[src/rtl/config_loader.sv]
// Byte-serial configuration loader: validates SYNC/B1/B2/CHK frames and commits sel1..sel4/C_external.
// Optional macro CFG_LOCK_EN: after the first commit the loader locks until RST.
module config_loader #(
    parameter logic [7:0] SYNC_BYTE = 8'hA5,
    parameter logic [7:0] CHK_SEED  = 8'h5A,
    parameter int         TIMEOUT   = 16
) (
    input  logic       CLK,
    input  logic       RST,
    input  logic [7:0] din,
    input  logic       din_valid,
    output logic       din_ready,
    output logic [1:0] sel1,
    output logic [1:0] sel2,
    output logic [1:0] sel3,
    output logic [1:0] sel4,
    output logic       C_external,
    output logic       cfg_done,
    output logic       cfg_load,
    output logic       cfg_err
);

    localparam int CW = $clog2(TIMEOUT + 1);

    // Handshake: a byte moves on a rising CLK edge where din_valid && din_ready;
    // din_ready depends only on state, never on din_valid.
    typedef enum logic [2:0] {
        IDLE    = 3'd0,
        GET_B1  = 3'd1,
        GET_B2  = 3'd2,
        GET_CHK = 3'd3,
        HOLD    = 3'd4,
        LOCKED  = 3'd5
    } state_t;

    state_t        state, state_next;
    logic [CW-1:0] cnt, cnt_next;
    logic [7:0]    shadow_b1, shadow_b1_next;
    logic          shadow_c, shadow_c_next;
    logic [7:0]    cfg_sel;
    logic          cfg_c;
    logic          xfer;
    logic          commit;
    logic          err;
    logic [7:0]    chk_expected;

    assign din_ready    = (state != HOLD);
    assign xfer         = din_valid && din_ready;
    assign chk_expected = shadow_b1 ^ {7'b0, shadow_c} ^ CHK_SEED;

    always_comb begin
        state_next     = state;
        cnt_next       = cnt;
        shadow_b1_next = shadow_b1;
        shadow_c_next  = shadow_c;
        commit         = 1'b0;
        err            = 1'b0;
        case (state)
            IDLE: begin
                // Non-sync bytes are dropped here without raising an error.
                if (xfer && din == SYNC_BYTE) begin
                    state_next = GET_B1;
                    cnt_next   = '0;
                end
            end
            GET_B1, GET_B2, GET_CHK: begin
                if (xfer) begin
                    cnt_next = '0;
                    if (state == GET_B1) begin
                        shadow_b1_next = din;
                        state_next     = GET_B2;
                    end else if (state == GET_B2) begin
                        if (din[7:1] != 7'd0) begin
                            err        = 1'b1;
                            state_next = IDLE;
                        end else begin
                            shadow_c_next = din[0];
                            state_next    = GET_CHK;
                        end
                    end else if (din == chk_expected) begin
                        commit     = 1'b1;
                        state_next = HOLD;
                    end else begin
                        err        = 1'b1;
                        state_next = IDLE;
                    end
                end else if (cnt == CW'(TIMEOUT - 1)) begin
                    // This idle cycle makes the gap TIMEOUT long: abandon the frame.
                    err        = 1'b1;
                    cnt_next   = '0;
                    state_next = IDLE;
                end else begin
                    cnt_next = cnt + 1'b1;
                end
            end
            HOLD: begin
`ifdef CFG_LOCK_EN
                state_next = LOCKED;
`else
                state_next = IDLE;
`endif
            end
`ifdef CFG_LOCK_EN
            LOCKED: begin
                state_next = LOCKED;
            end
`endif
            default: begin
                state_next = IDLE;
                cnt_next   = '0;
            end
        endcase
    end

    always_ff @(posedge CLK) begin
        if (RST) begin
            state     <= IDLE;
            cnt       <= '0;
            shadow_b1 <= 8'd0;
            shadow_c  <= 1'b0;
            cfg_sel   <= 8'd0;
            cfg_c     <= 1'b0;
            cfg_done  <= 1'b0;
            cfg_load  <= 1'b0;
            cfg_err   <= 1'b0;
        end else begin
            state     <= state_next;
            cnt       <= cnt_next;
            shadow_b1 <= shadow_b1_next;
            shadow_c  <= shadow_c_next;
            cfg_load  <= commit;
            cfg_err   <= err;
            if (commit) begin
                cfg_sel  <= shadow_b1;
                cfg_c    <= shadow_c;
                cfg_done <= 1'b1;
            end
        end
    end

    assign sel1       = cfg_sel[1:0];
    assign sel2       = cfg_sel[3:2];
    assign sel3       = cfg_sel[5:4];
    assign sel4       = cfg_sel[7:6];
    assign C_external = cfg_c;

endmodule

[config.mk]
export PLATFORM = sky130hd
export DESIGN_NAME = config_loader
export DESIGN_NICKNAME = d
export VERILOG_FILES = /design/src/rtl/config_loader.sv
export SDC_FILE = /design/constraint.sdc
export NUM_CORES = 1
export LEC_CHECK = 0
export BUFFER_PORTS_ARGS = -buffer_cell sky130_fd_sc_hd__clkbuf_2
export CORE_ASPECT_RATIO = 0.75
export CORE_MARGIN = 2
export CORE_UTILIZATION = 49
export CTS_CLUSTER_SIZE = 12
export DETAILED_ROUTE_END_ITERATION = 12
export GPL_ROUTABILITY_DRIVEN = 0
export PLACE_DENSITY = 0.74
export SYNTH_ARGS = -nofsm -noshare
export SYNTH_HDL_FRONTEND = slang
export SYNTH_SLANG_ARGS = --single-unit
[constraint.sdc]
create_clock -name CLK -period 1.7 [get_ports CLK]
set_clock_uncertainty 0.15 [all_clocks]
set_input_delay 0.085 -clock CLK [delete_from_list [all_inputs] [get_ports CLK]]
set_output_delay 0.085 -clock CLK [all_outputs]
set_load 0.1 [all_outputs]
---- After elaboration in Yosys (flattened, before gate mapping) ----
Index checks and enable logic that the tools add are counted.
operators by class
  add/sub/neg operators ................... 1
  equality and inequality tests ........... 10
  multiplexer cells ....................... 23
  bitwise logic cells ..................... 6
  reduce and logical (&&, ||, !) cells .... 10
operator list
  operator                                                         count
  3-bit two-way mux                                                6
  5-bit two-way mux                                                3
  5-bit one-hot mux with 3 select lines                            1
  1-bit two-way mux                                                11
  8-bit == test                                                    1
  8-bit == test, second input constant                             1
  8-bit by 1-bit bitwise XOR with 8-bit output                     1
  7-bit nonzero test                                               1
  3-bit by 2-bit == test with 1-bit output, second input constant  2
  3-bit inequality test, second input constant                     2
  3-bit one-hot mux with 2 select lines                            1
  5-bit by 1-bit adder with 5-bit output, second input constant    1
  5-bit by 4-bit == test with 1-bit output, second input constant  1
  5-bit AND reduction                                              1
  1-bit NOT                                                        4
  4-bit NOT                                                        1
  2-bit AND reduction                                              2
  3-bit by 1-bit == test with 1-bit output, second input constant  1
  3-bit == test, second input constant                             1
  3-bit logical NOT                                                1
  3-bit AND reduction                                              1
  3-bit OR reduction                                               1
  1-bit logical AND                                                2
  2-bit two-way mux                                                1
  other kinds (2)                                                  2
word-level totals
  register bits ........................... 29
  output and inout port bits .............. 13
  logic and storage cells ................. 59

---- Depth between registers and ports, before layout ----
  depth after elaboration ................. 8
  mapped depth ............................ 6
  gate-level depth less buffers ........... 5

---- Least setup slack after synthesis ----
OpenSTA, ideal clock, no wires.
  kind .................................... flip-flop to flip-flop
  start point ............................. register state[1]
  end point ............................... register cfg_err
  setup time .............................. 103 ps
  data arrival time ....................... 1,675 ps
  required time ........................... 1,447 ps
  setup slack ............................. -228 ps
  stages on the path, launching flop included .. 5
  buffers on the path ..................... 0
  cell sequence ........................... dfxtp_1 or3b_2 nand2_1 a311o_1 a2111oi_2
between the ends
  elaborated cells between the ends (all ways) .. 11
  those cells by class .................... eq/ne: 4; mux: 3; bitwise: 1; reduce/logical: 3
RTL lines
  item                      line  text
  start: declaration        36    state_t state, state_next;
  start signal: assignment  127   state <= state_next;
  3-bit inequality test     47    assign din_ready = (state != HOLD);
  net din_ready             12    output logic din_ready,
  1-bit logical AND         48    assign xfer = din_valid && din_ready;
  1-bit two-way mux         67    if (xfer) begin
  end signal: assignment    132   cfg_err <= err;
  end: declaration          20    output logic cfg_err
The timed path passes the listed nets, and every way through them passes these cells.
A chain may end at the register's enable or synchronous reset.

---- Worst setup path in the final report ----
  start point ............................. register shadow_b1[1]
  end point ............................... register cfg_sel[6]
between the ends
  longest elaborated chain between the ends .. 8
ends and longest elaborated chain
  item                                          line  text
  start: declaration                            38    logic [7:0] shadow_b1, shadow_b1_next;
  start signal: assignment                      129   shadow_b1 <= shadow_b1_next;
  8-bit by 1-bit bitwise XOR with 8-bit output  49    assign chk_expected = shadow_b1 ^ {7'b0, shadow_c} ^ CHK_SEED;
  4-bit NOT (no line)                           n/a
  8-bit == test                                 80    end else if (din == chk_expected) begin
  1-bit two-way mux                             80
  1-bit two-way mux                             72    end else if (state == GET_B2) begin
  1-bit two-way mux                             69    if (state == GET_B1) begin
  1-bit two-way mux                             67
  1-bit two-way mux                             58    case (state)
  end signal: assignment                        134   cfg_sel <= shadow_b1;
  end: declaration                              40    logic [7:0] cfg_sel;
Every way passes these cells.

==> run metrics <==
crit-path cells=xnor2_1, nor4_2, nand3_2, buf_12, mux2i_2; main combinational cell family by area after synthesis=simple AND/OR/NAND/NOR gates; CP Launch Type=register; Post-synth top cells=dfxtp_1, mux2i_1, nand2b_1, nor2_1, nand3_1; Worst Slack Setup Final=11.12 ps; ratio of cells with drive above 1 in the final layout=33.87%; fin crit share=99.35%; Die Y=50.85 um; Area after DPL=1678 sq um; IR drop worst, VDD=0.4296 mV; Setup crit end kind=register; clk_lat worst skew=270 ps; Synth warnings=0; reg2reg setup slack=10 ps; top post-synthesis cells by area=dfxtp_1, mux2i_1, nand2b_1, nor2_1, nor4_4; post-detailed-route wirelength per cell=14.96 um; number of fillers in the final layout=217; # port buffers=23; distinct cell type count after synthesis=41; Clock transition at path regs=60 ps; I/O pin cnt=24; crit path DAT=1700 ps; Final Core Density=69.63%; clk root buf=clkbuf_8; Final nets=198; CP required=1710 ps; PwrDens=699.5 nW/um^2; Max stage delay cell, worst path=nor4_2; clk buf depth=2; Post-Synth Adder-Cell Area=0.8726%; sequential share of the synthesized area=40.49%; compound-gate portion of the synthesized area=8.290%; Num CTS Buffers=5; DP HPWL=2367 um; clk sinks=29; post-route cell area=1882 sq um; Fin. Hold Viols=0; post-synth top area share=40.49%; DR vias=1205; total grt overflow=0; vias per cell=5.428; area added between synthesis and finish=31.24%; status=completed; cell with the most instances after synthesis=dfxtp_1; largest area contributor in the netlist=dfxtp_1; Synth Register Bits=29; fmax=0.5921 GHz; Post-synth EDFFs=0; Max-slew headroom=55.74%; Synth Flop Type=dfxtp_1; max-slew violation count=0; remaining routing DRC violations=0; first-pass GRT wire length=5209 um; overall power=1.316 mW; ant diodes=0; simple logic cell fraction of the synthesized area=26.70%; largest net degree at the start of global routing=39; drt total wl=3321 um; DR pass1 iterations=4; Setup WS pre-CTS=-2.060 ps; initial DRC count=77; CP max stage delay=470 ps; antenna violations before repair=0; CP max FO=10; multiplexer area fraction after synthesis=14.05%; Max H-tree Level=2; CTS tree=done; FP Rows=16; Pleak=0.7749 nW; XOR/XNOR share of the synthesized area=5.846%; RSZ-0062 raised after global routing=true; vias in the first global route=1158; WP buf/inv=1; Syn Std Cell Area=1434 sq um; worst-margin pin slew=663.8 ps; Setup CP Type=register to register; Top Family by Delay on Critical Path=simple AND/OR/NAND/NOR gates; die width=66.47 um; GRT Total Usage=20.91%; die area=3379 sq um; Starting Density=53.06%; Avg Cell Area, Syn=9.889 sq um; Post-Syn Nets=157; max_cap viols=0; Final setup viols=0; cell count after synthesis=145; ANT nets after route=0; Final min period=1689 ps; hold crit path type=primary input to register; Std-Cell Core Area=2703 sq um; ys async rst share=0%
[worst paths after layout]
| check | start | end | depth (start not counted) |
|---|---|---|---|
| worst min register to register | cnt[4] | cnt[4] | 1 |
| worst max-delay path | shadow_b1[1] | cfg_sel[6] | 5 |
| worst max register to register | shadow_b1[1] | cfg_sel[6] | 5 |
| worst min-delay path | din[0] | shadow_c | 3 |
[cell usage in the layout, fill, tap and decap left out, types with 2 or more instances in the layout]
cell,netlist,final
dfxtp_1,29,25
clkbuf_2,0,22
nand2b_1,19,19
mux2i_1,19,18
nor2_1,18,18
buf_4,2,9
clkbuf_8,0,6
dlygate4sd3_1,0,6
xnor2_1,4,4
nand3_1,5,4
xor2_1,3,3
buf_12,0,3
dfxtp_2,0,3
nor4_4,2,2
nor4_2,1,2
inv_1,2,2
a41oi_1,2,2
nor3b_1,2,2
nand2_1,3,2
nor3_1,2,2
a21oi_1,3,2
o21ai_0,2,2
a311oi_1,2,2
buf_6,1,2
[power by group]
group	internal, mW	switching (mW)	leakage (nW)
Combinational	0.0389	0.0465	0.495
Sequential	0.678	0.000276	0.236
Clock	0.320	0.232	0.0443
Total	1.04	0.279	0.775
[stage by stage]
step	std cells	TNS, ps	hold slack, ps
final	222	0	1.080
after global routing	222	-36.67	18.76
after CTS	220	0	3.453
after detailed placement	207	-2.060	256.1
after global placement	207	0	243.6
after floorplan	145	0	78.94
[routing by layer]
layer / track usage [%] / vias up / part of all wire (%)
met3: 5.947 / 4 / 5.7
li1: - / 590 / -
met1: 26.01 / 575 / 45
met4: 5.102 / 0 / 0.45
met2: 35.83 / 36 / 49
met5: 0 / - / 0
[logic make-up (layout without fill, tap and decap cells)]
logic type      Yosys count  after routing
compound gates           15             15
xor+xnor                  8              8
fa+ha+maj                 1              1
buf+inv                  10             51
flops                    29             29
mux                      20             20
simple gates             62             62
[state kept, by name, indices dropped and copies added, names as in the netlist]
name	count
cfg_sel	8
shadow_b1	8
cnt	5
state	3
C_external	1
cfg_done	1
cfg_err	1
cfg_load	1
shadow_c	1
[cell type report]
type | instances | area, sq um | share of cell area (%)
multi-input combinational | 106 | 834.6 | 44.35
sequential | 29 | 588.1 | 31.25
timing repair buffer | 42 | 320.3 | 17.02
clock buffer | 7 | 86.33 | 4.588
tap | 36 | 45.04 | 2.394
inverter | 2 | 7.507 | 0.3989
[worst min-delay path, cell delays in order]
cell and delay [ps]:
clkbuf_2 140, mux2i_1 80, nor2_1 80
[timing repair]
action | CTS | global route
hold endpoints to repair | 6 | 0
setup buffers | 0 | 2
setup endpoints to repair | 2 | 13
resized for setup | 5 | 7
pin swaps | 0 | 3
hold buffers | 6 | 0
(Power assumes the default switching activity.)
